[src/rtl/ldiv_pkg.sv]
// ---------------------------------------------------------------------------
// ldiv_pkg
// Shared definitions for the long-divider family (ldiv / lmul).
//   lmul_latency(qw)    : lmul register depth, input edge to output edge + 1
//   lmul_rec_w(..)      : packed width of one lmul stage record
//   abs_mag(x)          : sign/magnitude split helper, magnitude of a signed
//                         value sign-extended to ABS_W bits
//   lmul_rec_t          : stage-record layout at the default widths; modules
//                         rebuild the same field order at their own widths
//                         because a package cannot be parameterised
// ---------------------------------------------------------------------------
package ldiv_pkg;

   localparam int unsigned ABS_W       = 64;
   localparam int unsigned LMUL_DEF_NW = 10;
   localparam int unsigned LMUL_DEF_DW = 10;
   localparam int unsigned LMUL_DEF_QW = 10;

   // Stage record: {valid, neg, mag, denominator, remainder, acc}
   typedef struct packed {
      logic                                valid;
      logic                                neg;
      logic [LMUL_DEF_QW-1:0]              mag;
      logic [LMUL_DEF_DW-1:0]              denominator;
      logic [LMUL_DEF_NW-1:0]              remainder;
      logic [LMUL_DEF_QW+LMUL_DEF_DW-1:0]  acc;
   } lmul_rec_t;

   // Stage 0 + Q shift-add stages + output stage
   function automatic int unsigned lmul_latency(input int unsigned qw);
      return qw + 32'd2;
   endfunction

   function automatic int unsigned lmul_rec_w(input int unsigned nw,
                                              input int unsigned dw,
                                              input int unsigned qw);
      return 32'd2 + qw + dw + nw + (qw + dw);
   endfunction

   // Magnitude of a two's-complement value; the most-negative input maps to
   // its true magnitude when the caller keeps only the original width.
   function automatic logic [ABS_W-1:0] abs_mag(input logic signed [ABS_W-1:0] x);
      logic [ABS_W-1:0] m;
      if (x[ABS_W-1]) m = $unsigned(-x);
      else            m = $unsigned(x);
      return m;
   endfunction

endpackage

[src/rtl/lmul_stage.sv]
// ---------------------------------------------------------------------------
// lmul_stage
// One shift-add step of the lmul accumulator. Consumes quotient magnitude
// bit BIT_INDEX (MSB-first overall) and forwards the rest of the record.
//   clk, reset : clock, asynchronous active-high reset
//   rec_i      : stage record from the previous stage (packed)
//   rec_o      : registered stage record for the next stage (packed)
// ---------------------------------------------------------------------------
module lmul_stage
   import ldiv_pkg::*;
#(
   parameter int unsigned NUMERATOR_WIDTH   = 10,
   parameter int unsigned DENOMINATOR_WIDTH = 10,
   parameter int unsigned QUOTIENT_WIDTH    = 10,
   parameter int unsigned BIT_INDEX         = 0
) (
   input  logic                                                            clk,
   input  logic                                                            reset,
   input  logic [lmul_rec_w(NUMERATOR_WIDTH, DENOMINATOR_WIDTH, QUOTIENT_WIDTH)-1:0] rec_i,
   output logic [lmul_rec_w(NUMERATOR_WIDTH, DENOMINATOR_WIDTH, QUOTIENT_WIDTH)-1:0] rec_o
);

   localparam int unsigned NW = NUMERATOR_WIDTH;
   localparam int unsigned DW = DENOMINATOR_WIDTH;
   localparam int unsigned QW = QUOTIENT_WIDTH;
   localparam int unsigned AW = QW + DW;

   typedef struct packed {
      logic          valid;
      logic          neg;
      logic [QW-1:0] mag;
      logic [DW-1:0] denominator;
      logic [NW-1:0] remainder;
      logic [AW-1:0] acc;
   } rec_t;

   rec_t in_s;
   rec_t rec_d;
   rec_t rec_q;

   assign in_s = rec_i;

   // acc is wide enough for the full product, so the shift never drops a set bit
   always_comb begin
      rec_d     = in_s;
      rec_d.acc = (in_s.acc << 1) + (in_s.mag[BIT_INDEX] ? AW'(in_s.denominator) : AW'(0));
   end

   always_ff @(posedge clk or posedge reset) begin
      if (reset) rec_q <= '0;
      else       rec_q <= rec_d;
   end

   assign rec_o = rec_q;

endmodule

[src/rtl/lmul.sv]
// ---------------------------------------------------------------------------
// lmul
// Pipelined signed-by-unsigned multiply-accumulate:
//   numerator = quotient * denominator + remainder
// Recombines a truncating-division triple into its numerator and flags when
// the exact result does not fit NUMERATOR_WIDTH signed bits. Fixed latency,
// one result per clock, no backpressure.
//
// Ports
//   clk, reset      : clock (rising edge), asynchronous active-high reset
//   quotient_in     : signed quotient,       QUOTIENT_WIDTH bits
//   denominator_in  : unsigned denominator,  DENOMINATOR_WIDTH bits
//   remainder_in    : signed remainder,      NUMERATOR_WIDTH bits
//   valid_in        : triple sampled on this edge
//   numerator_out   : low NUMERATOR_WIDTH bits of q*d+r
//   overflow_out    : exact q*d+r not representable in NUMERATOR_WIDTH bits
//   check_fail_out  : triple inconsistent with truncating division
//   valid_out       : outputs hold a result this cycle
//
// Build option
//   LMUL_CHECK_EN : when defined, check_fail_out is computed in the output
//                   stage; otherwise it is constant 0 and no comparator exists.
// ---------------------------------------------------------------------------
module lmul
   import ldiv_pkg::*;
#(
   parameter int unsigned NUMERATOR_WIDTH   = 10,
   parameter int unsigned DENOMINATOR_WIDTH = 10,
   parameter int unsigned QUOTIENT_WIDTH    = 10
) (
   input  logic                                clk,
   input  logic                                reset,
   input  logic signed [QUOTIENT_WIDTH-1:0]    quotient_in,
   input  logic        [DENOMINATOR_WIDTH-1:0] denominator_in,
   input  logic signed [NUMERATOR_WIDTH-1:0]   remainder_in,
   input  logic                                valid_in,
   output logic signed [NUMERATOR_WIDTH-1:0]   numerator_out,
   output logic                                overflow_out,
   output logic                                check_fail_out,
   output logic                                valid_out
);

   localparam int unsigned NW    = NUMERATOR_WIDTH;
   localparam int unsigned DW    = DENOMINATOR_WIDTH;
   localparam int unsigned QW    = QUOTIENT_WIDTH;
   localparam int unsigned AW    = QW + DW;
   localparam int unsigned REC_W = lmul_rec_w(NW, DW, QW);
   // Sum width: exact for q*d+r, and at least NW+1 so the range test has a guard bit
   localparam int unsigned SW    = (QW + DW + 2 > NW + 1) ? (QW + DW + 2) : (NW + 1);
   localparam int unsigned HW    = SW - NW + 1;

   typedef struct packed {
      logic          valid;
      logic          neg;
      logic [QW-1:0] mag;
      logic [DW-1:0] denominator;
      logic [NW-1:0] remainder;
      logic [AW-1:0] acc;
   } rec_t;

   // -----------------------------------------------------------------------
   // Stage 0: sign/magnitude split of the quotient, capture the triple
   // -----------------------------------------------------------------------
   rec_t stage0_d;
   rec_t stage0_q;

   always_comb begin
      stage0_d             = '0;
      stage0_d.valid       = valid_in;
      stage0_d.neg         = quotient_in[QW-1];
      stage0_d.mag         = QW'(abs_mag(ABS_W'(quotient_in)));
      stage0_d.denominator = denominator_in;
      stage0_d.remainder   = remainder_in;
      stage0_d.acc         = '0;
   end

   always_ff @(posedge clk or posedge reset) begin
      if (reset) stage0_q <= '0;
      else       stage0_q <= stage0_d;
   end

   // -----------------------------------------------------------------------
   // Stages 1..Q: shift-add, MSB of the magnitude first
   // -----------------------------------------------------------------------
   rec_t pipe [0:QW];

   assign pipe[0] = stage0_q;

   for (genvar k = 1; k <= int'(QW); k++) begin : g_stage
      lmul_stage #(
         .NUMERATOR_WIDTH   (NW),
         .DENOMINATOR_WIDTH (DW),
         .QUOTIENT_WIDTH    (QW),
         .BIT_INDEX         (QW - k)
      ) u_stage (
         .clk   (clk),
         .reset (reset),
         .rec_i (pipe[k-1]),
         .rec_o (pipe[k])
      );
   end

   // -----------------------------------------------------------------------
   // Output stage: apply sign, add remainder, range and consistency checks
   // -----------------------------------------------------------------------
   rec_t tail;
   assign tail = pipe[QW];

   logic signed [SW-1:0] acc_s;
   logic signed [SW-1:0] rem_s;
   logic signed [SW-1:0] sum_c;
   logic        [HW-1:0] hi_c;

   logic          valid_out_d;
   logic [NW-1:0] numerator_d;
   logic          overflow_d;
   logic          check_fail_d;

   always_comb begin
      acc_s       = $signed({{(SW - AW){1'b0}}, tail.acc});
      rem_s       = $signed({{(SW - NW){tail.remainder[NW-1]}}, tail.remainder});
      sum_c       = (tail.neg ? -acc_s : acc_s) + rem_s;
      // Fits NW signed bits iff every bit from NW-1 upward equals the sign
      hi_c        = sum_c[SW-1:NW-1];
      valid_out_d = tail.valid;
      numerator_d = sum_c[NW-1:0];
      overflow_d  = !((hi_c == '0) || (hi_c == '1));
   end

`ifdef LMUL_CHECK_EN
   localparam int unsigned CW = (NW > DW) ? NW : DW;

   logic [CW-1:0] rem_abs_c;
   logic [CW-1:0] den_ext_c;
   logic          rem_nz_c;

   // |r| < d (or r == 0 when d == 0), and a nonzero r shares the result's sign
   always_comb begin
      rem_abs_c    = CW'(NW'(abs_mag(ABS_W'($signed(tail.remainder)))));
      den_ext_c    = CW'(tail.denominator);
      rem_nz_c     = (tail.remainder != '0);
      check_fail_d = (tail.denominator != '0) ? (rem_abs_c >= den_ext_c) : rem_nz_c;
      if (rem_nz_c && (tail.remainder[NW-1] != sum_c[SW-1])) check_fail_d = 1'b1;
   end
`else
   always_comb begin
      check_fail_d = 1'b0;
   end
`endif

   // Magnitude bits are fully consumed by the last shift-add stage
   logic unused_tail;
   assign unused_tail = ^{tail.mag, tail.denominator};

   logic          valid_out_q;
   logic [NW-1:0] numerator_q;
   logic          overflow_q;
   logic          check_fail_q;

   always_ff @(posedge clk or posedge reset) begin
      if (reset) begin
         valid_out_q  <= 1'b0;
         numerator_q  <= '0;
         overflow_q   <= 1'b0;
         check_fail_q <= 1'b0;
      end else begin
         valid_out_q  <= valid_out_d;
         numerator_q  <= numerator_d;
         overflow_q   <= overflow_d;
         check_fail_q <= check_fail_d;
      end
   end

   assign valid_out      = valid_out_q;
   assign numerator_out  = $signed(numerator_q);
   assign overflow_out   = overflow_q;
   assign check_fail_out = check_fail_q;

endmodule

[config.mk]
export PLATFORM = sky130hd
export DESIGN_NAME = lmul
export DESIGN_NICKNAME = d
export VERILOG_FILES = /design/src/rtl/ldiv_pkg.sv /design/src/rtl/lmul_stage.sv /design/src/rtl/lmul.sv
export SDC_FILE = /design/constraint.sdc
export NUM_CORES = 1
export LEC_CHECK = 0
export BUFFER_PORTS_ARGS = -buffer_cell sky130_fd_sc_hd__buf_2
export CORE_ASPECT_RATIO = 1.25
export CORE_MARGIN = 2
export CORE_UTILIZATION = 40
export CTS_CLUSTER_DIAMETER = 40
export DETAILED_ROUTE_END_ITERATION = 6
export PLACE_DENSITY = 0.61
export SLEW_MARGIN = 20
export SYNTH_ARGS = -nofsm -noshare
export SYNTH_HDL_FRONTEND = slang
export SYNTH_SLANG_ARGS = --single-unit
[constraint.sdc]
create_clock -name clk -period 40 [get_ports clk]
set_clock_uncertainty 0.05 [all_clocks]
set_input_delay 4 -clock clk [delete_from_list [all_inputs] [get_ports clk]]
set_output_delay 4 -clock clk [all_outputs]
set_load 0.03 [all_outputs]
======== Word level (Yosys, flattened, before mapping) ========
Cells that the tools add are included.
storage, ports and cells
  bits in latches ......................... 0
  memory bits (writable) .................. 0
  bits in read-only memories .............. 0
  output and inout bits ................... 13
  memories ................................ 0
  register bits ........................... 453
operators by class
  shifts and indexed selects .............. 0
  bitwise logic cells ..................... 0
  div/mod/pow operators ................... 0
  magnitude comparators ................... 0
  multipliers ............................. 0
  equal/unequal tests ..................... 1
  mux-type cells .......................... 12
  reduce and logical (&&, ||, !) cells .... 3
  $add $sub $neg .......................... 12
operators with widths
  operator                count
  $mux W10                11
  $add A22 B10 Y22        1
  $mux W22                1
  $neg A20 Y22            1
  $add A20 B10 Y20        1
  $add A19 B10 Y19        1
  $add A18 B10 Y18        1
  $add A17 B10 Y17        1
  $add A16 B10 Y16        1
  $add A15 B10 Y15        1
  $add A14 B10 Y14        1
  $add A13 B10 Y13        1
  $eq A13 B13 Y1 const B  1
  $logic_not A13 Y1       1
  $add A11 B10 Y12        1
  $neg A10 Y10            1
  $logic_not A1 Y1        1
  $logic_or A1 B1 Y1      1

======== Logic depth before layout (Yosys ltp) ========
  word-level depth ........................ 6
  mapped depth ............................ 18
  mapped depth without buffers ............ 17

======== Cells and area by module ========
A second synthesis with hierarchy kept.
second synthesis, totals
  cells, all modules ...................... 1757
  area, all modules ....................... 22544.1 um^2
modules (own cells, without submodules)
  module                                area an instance (um^2)  cells an instance  sequential area each (um^2)  instances
  lmul_stage (g_stage[10].u_stage ...)  1976.9                   148                1301.2                       9
  lmul                                  2780.2                   278                1101.1                       1
  lmul_stage (g_stage[9].u_stage)       1971.9                   147                1301.2                       1

======== Least setup slack after synthesis ========
No wires, ideal clock.
  path kind ............................... input to register
  start ................................... in quotient_in[4]
  end ..................................... reg stage0_q (netlist bit pipe[568])
  stages on the path ...................... 5
  buffers on the path ..................... 0
  arrival time ............................ 4913 ps
  setup slack ............................. 34957 ps
  cells stage by stage .................... or3_1 nor2_1 nand2_1 o31ai_1 xnor2_1
RTL lines
  what                  line        source
  start, declared       lmul.sv:33  input logic signed [QUOTIENT_WIDTH-1:0] quotient_in,
  end signal, assigned  lmul.sv:79  else stage0_q <= stage0_d;
  end, declared         lmul.sv:65  rec_t stage0_q;

==> impl_metrics.tcl <==
set metrics [dict create \
    status "complete, no violations" \
    routed_wl_mm 26.3 \
    gr-total-overflow 0 \
    synth-warning-count 0 \
    hold_violations 0 \
    min_period_ns 5.82 \
    root_buffer "clkbuf_16" \
    syn_nets 1512 \
    rows 86 \
    synth_edf_count 0 \
    seq_area_frac_synth 0.640 \
    synth_area_mm2 0.0177 \
    clock_path_buffers 3 \
    ys_types 60 \
    synth_largest_area_cell "dfrtp_1" \
    synthArstFlopShare 1.00 \
    post-route-period-util 0.146 \
    die-area_mm2 0.0460 \
    cts_tree "done" \
    worst-path-max-fanout 104 \
    ys_ff_latch 453 \
    grt_pass1_vias 10100 \
    clk_pin_slew_ns 0.05 \
    powerDensity_mw_per_mm2 67.7 \
    leakage_nw 9.56 \
    vias_per_cell 4.69 \
    track_usage 0.120 \
    place_hpwl_mm 18.1 \
    multi_input_area_mm2 0.00601 \
    routabilityCongestion 0.873 \
    power.share.sequential 0.415 \
    die_x_um 192 \
    post_cts_resized 0 \
    ys_top_cells_by_count "dfrtp_1, xnor2_1, ha_1" \
    synth_top_cell_area_share 0.640 \
    fmax_ghz 0.172 \
    rsz0062_at_grt "false" \
    grt_max_degree 207 \
    htree_levels 2 \
    r2r_end "overflow_out" \
    p_int_uw 979 \
    finish.net_count 1605 \
    fin_ws_ns 34.18 \
    grt_pass1_wl_mm 44.8 \
    finalSetupViolCount 0 \
    critPathArrivalTime_ns 6.44 \
    cp-end-kind "async pin" \
    drc 0 \
    area_delta_synth_final_pct 15.7 \
    drive_gt1_frac 0.103 \
    pwr-share-comb 0.239 \
    power_frac_clock 0.346 \
    yosys_most_used_dff "dfrtp_1" \
    wl_per_cell_um 12.7 \
    holdBufCountCts 0 \
    ant_nets 0 \
    worst_pin_slew_ns 0.881 \
    r2r_setup_slack_ns 35.09 \
    timing.setup.tns_ns 0 \
    pre_cts_slack_ns 33.44 \
    hold_path_class "reg -> reg" \
    chipHeight_um 239 \
    syn_inst 1364 \
    antenna_found_initial 0 \
    diodes 0 \
    cts_made_buffers 53 \
    synthTopCellsByArea "dfrtp_1, ha_1, xnor2_1, and2_1, inv_1" \
    initial_utilization 0.403 \
    slew_viol_final 0 \
    slew_headroom 0.413 \
    clock_latency_ns 0.58 \
    crit_required_ns 40.61 \
    switchingPower_uw 406 \
    timing.rr.start "g_stage[10].u_stage.rec_o[5]" \
    port_buffers 44 \
    cp-start-kind "input port" \
    crit_path_start "reset" \
    fp.coreArea_mm2 0.0439 \
    worstSetupPathType "in -> async" \
    drt-pass1-iter-count 4 \
    yosysMostFrequentCell "dfrtp_1" \
    regArea_mm2 0.0113 \
    cp-endpoint "g_stage[10].u_stage.rec_o[11]" \
    via_count 9708 \
    clock-sinks 453 \
    drtIter0Drc 305 \
    rr_worst_depth 15 \
    nFillCells 3895 \
    swShare 0.293 \
    io_pins 46 \
    ir_worst_vdd_mv 0.0372 \
    drv_cap 0 \
    cts_setup_buffers 0 \
    synth.avg_cell_area_um2 13.0 \
]
[how the worst min path moves through the flow]
| stage | depth (start not counted) | from | slack [ns] | endpoint |
|---|---|---|---|---|
| 6_report | 0 | g_stage[4].u_stage.rec_o[51] | 0.29 | g_stage[5].u_stage.rec_o[51] |
| 4_1_cts | 0 | g_stage[6].u_stage.rec_o[41] | 0.29 | g_stage[7].u_stage.rec_o[41] |
| 5_1_grt | 0 | g_stage[4].u_stage.rec_o[51] | 0.30 | g_stage[5].u_stage.rec_o[51] |
| 3_3_place_gp | 0 | g_stage[4].u_stage.rec_o[21] | 0.28 | g_stage[5].u_stage.rec_o[21] |
| 3_5_place_dp | 0 | pipe[565] | 0.28 | g_stage[1].u_stage.rec_o[45] |
| 2_1_floorplan | 0 | g_stage[9].u_stage.rec_o[20] | 0.28 | g_stage[10].u_stage.rec_o[20] |
[sequential cells by signal (all words and copies together), names as in the netlist]
register	cells
overflow_out	1
valid_out	1
numerator_out	10
g_stage.u_stage.rec_o	409
pipe	32
[logic make-up after synthesis]
group,after synthesis,share of synthesized area
adders and majority gates,115,0.0855
muxes,1,0.000565
and+or+nand+nor,344,0.102
buffers and inverters,91,0.0201
xor gates and xnor gates,146,0.0727
other,1,0.000212
DFF,453,0.640
AOI/OAI and AO/OA,213,0.0782
[power groups by stage]
| stage | Combinational [mW] | Clock (mW) | Sequential, mW |
|---|---|---|---|
| after detailed placement | 0.331 | 0 | 0.584 |
| after global placement | 0.326 | 0 | 0.582 |
| final | 0.331 | 0.479 | 0.576 |
| after CTS | 0.334 | 0.496 | 0.577 |
| after floorplan | 0.264 | 0 | 0.582 |
| after global routing | 0.373 | 0.516 | 0.585 |
[layout by cell type (no fill, tap or decap), drive strengths merged, types with 32 or more instances in the layout]
| cell | Yosys | routed |
|---|---|---|
| xor2 | 32 | 32 |
| nor2 | 62 | 62 |
| dfrtp | 453 | 453 |
| clkbuf | 4 | 71 |
| ha | 105 | 105 |
| a21oi | 61 | 61 |
| inv | 81 | 84 |
| nand2 | 73 | 73 |
| xnor2 | 114 | 114 |
| o21ai | 58 | 58 |
| and2 | 97 | 97 |
| buf | 6 | 48 |
[per-layer routing]
layer,global-route usage,wire length [um],up-vias
met1,0.116,9310,4755
met5,0,0,-
met2,0.233,14800,129
met3,0.0305,1050,66
met4,0.0583,1140,0
li1,-,-,4758
[critical path, stage by stage]
cell	delay, ns
buf_2	0.13
inv_8	0.40
buf_4	0.79
buf_12	0.48
buf_16	0.43
[through the flow]
stage / power, mW / std cells / hold slack, ns / utilization / area (um^2)
floorplan: 0.846 / 1364 / 0.281 / - / 17700
global placement: 0.908 / 1973 / 0.282 / 0.424 / 18600
detailed placement: 0.915 / 1973 / 0.285 / 0.424 / 18600
CTS: 1.41 / 2069 / 0.288 / 0.466 / 20400
global route: 1.47 / 2070 / 0.298 / 0.466 / 20500
finish: 1.39 / 2070 / 0.292 / 0.466 / 20500
[layout make-up]
class,count,share of cell area
multi-input combinational,820,0.294
sequential,453,0.554
tap,572,0.0349
timing repair buffer,48,0.0140
clock buffer,71,0.0740
inverter,81,0.0152
clock inverter,25,0.0147
Power figures use the tool's default switching activity.
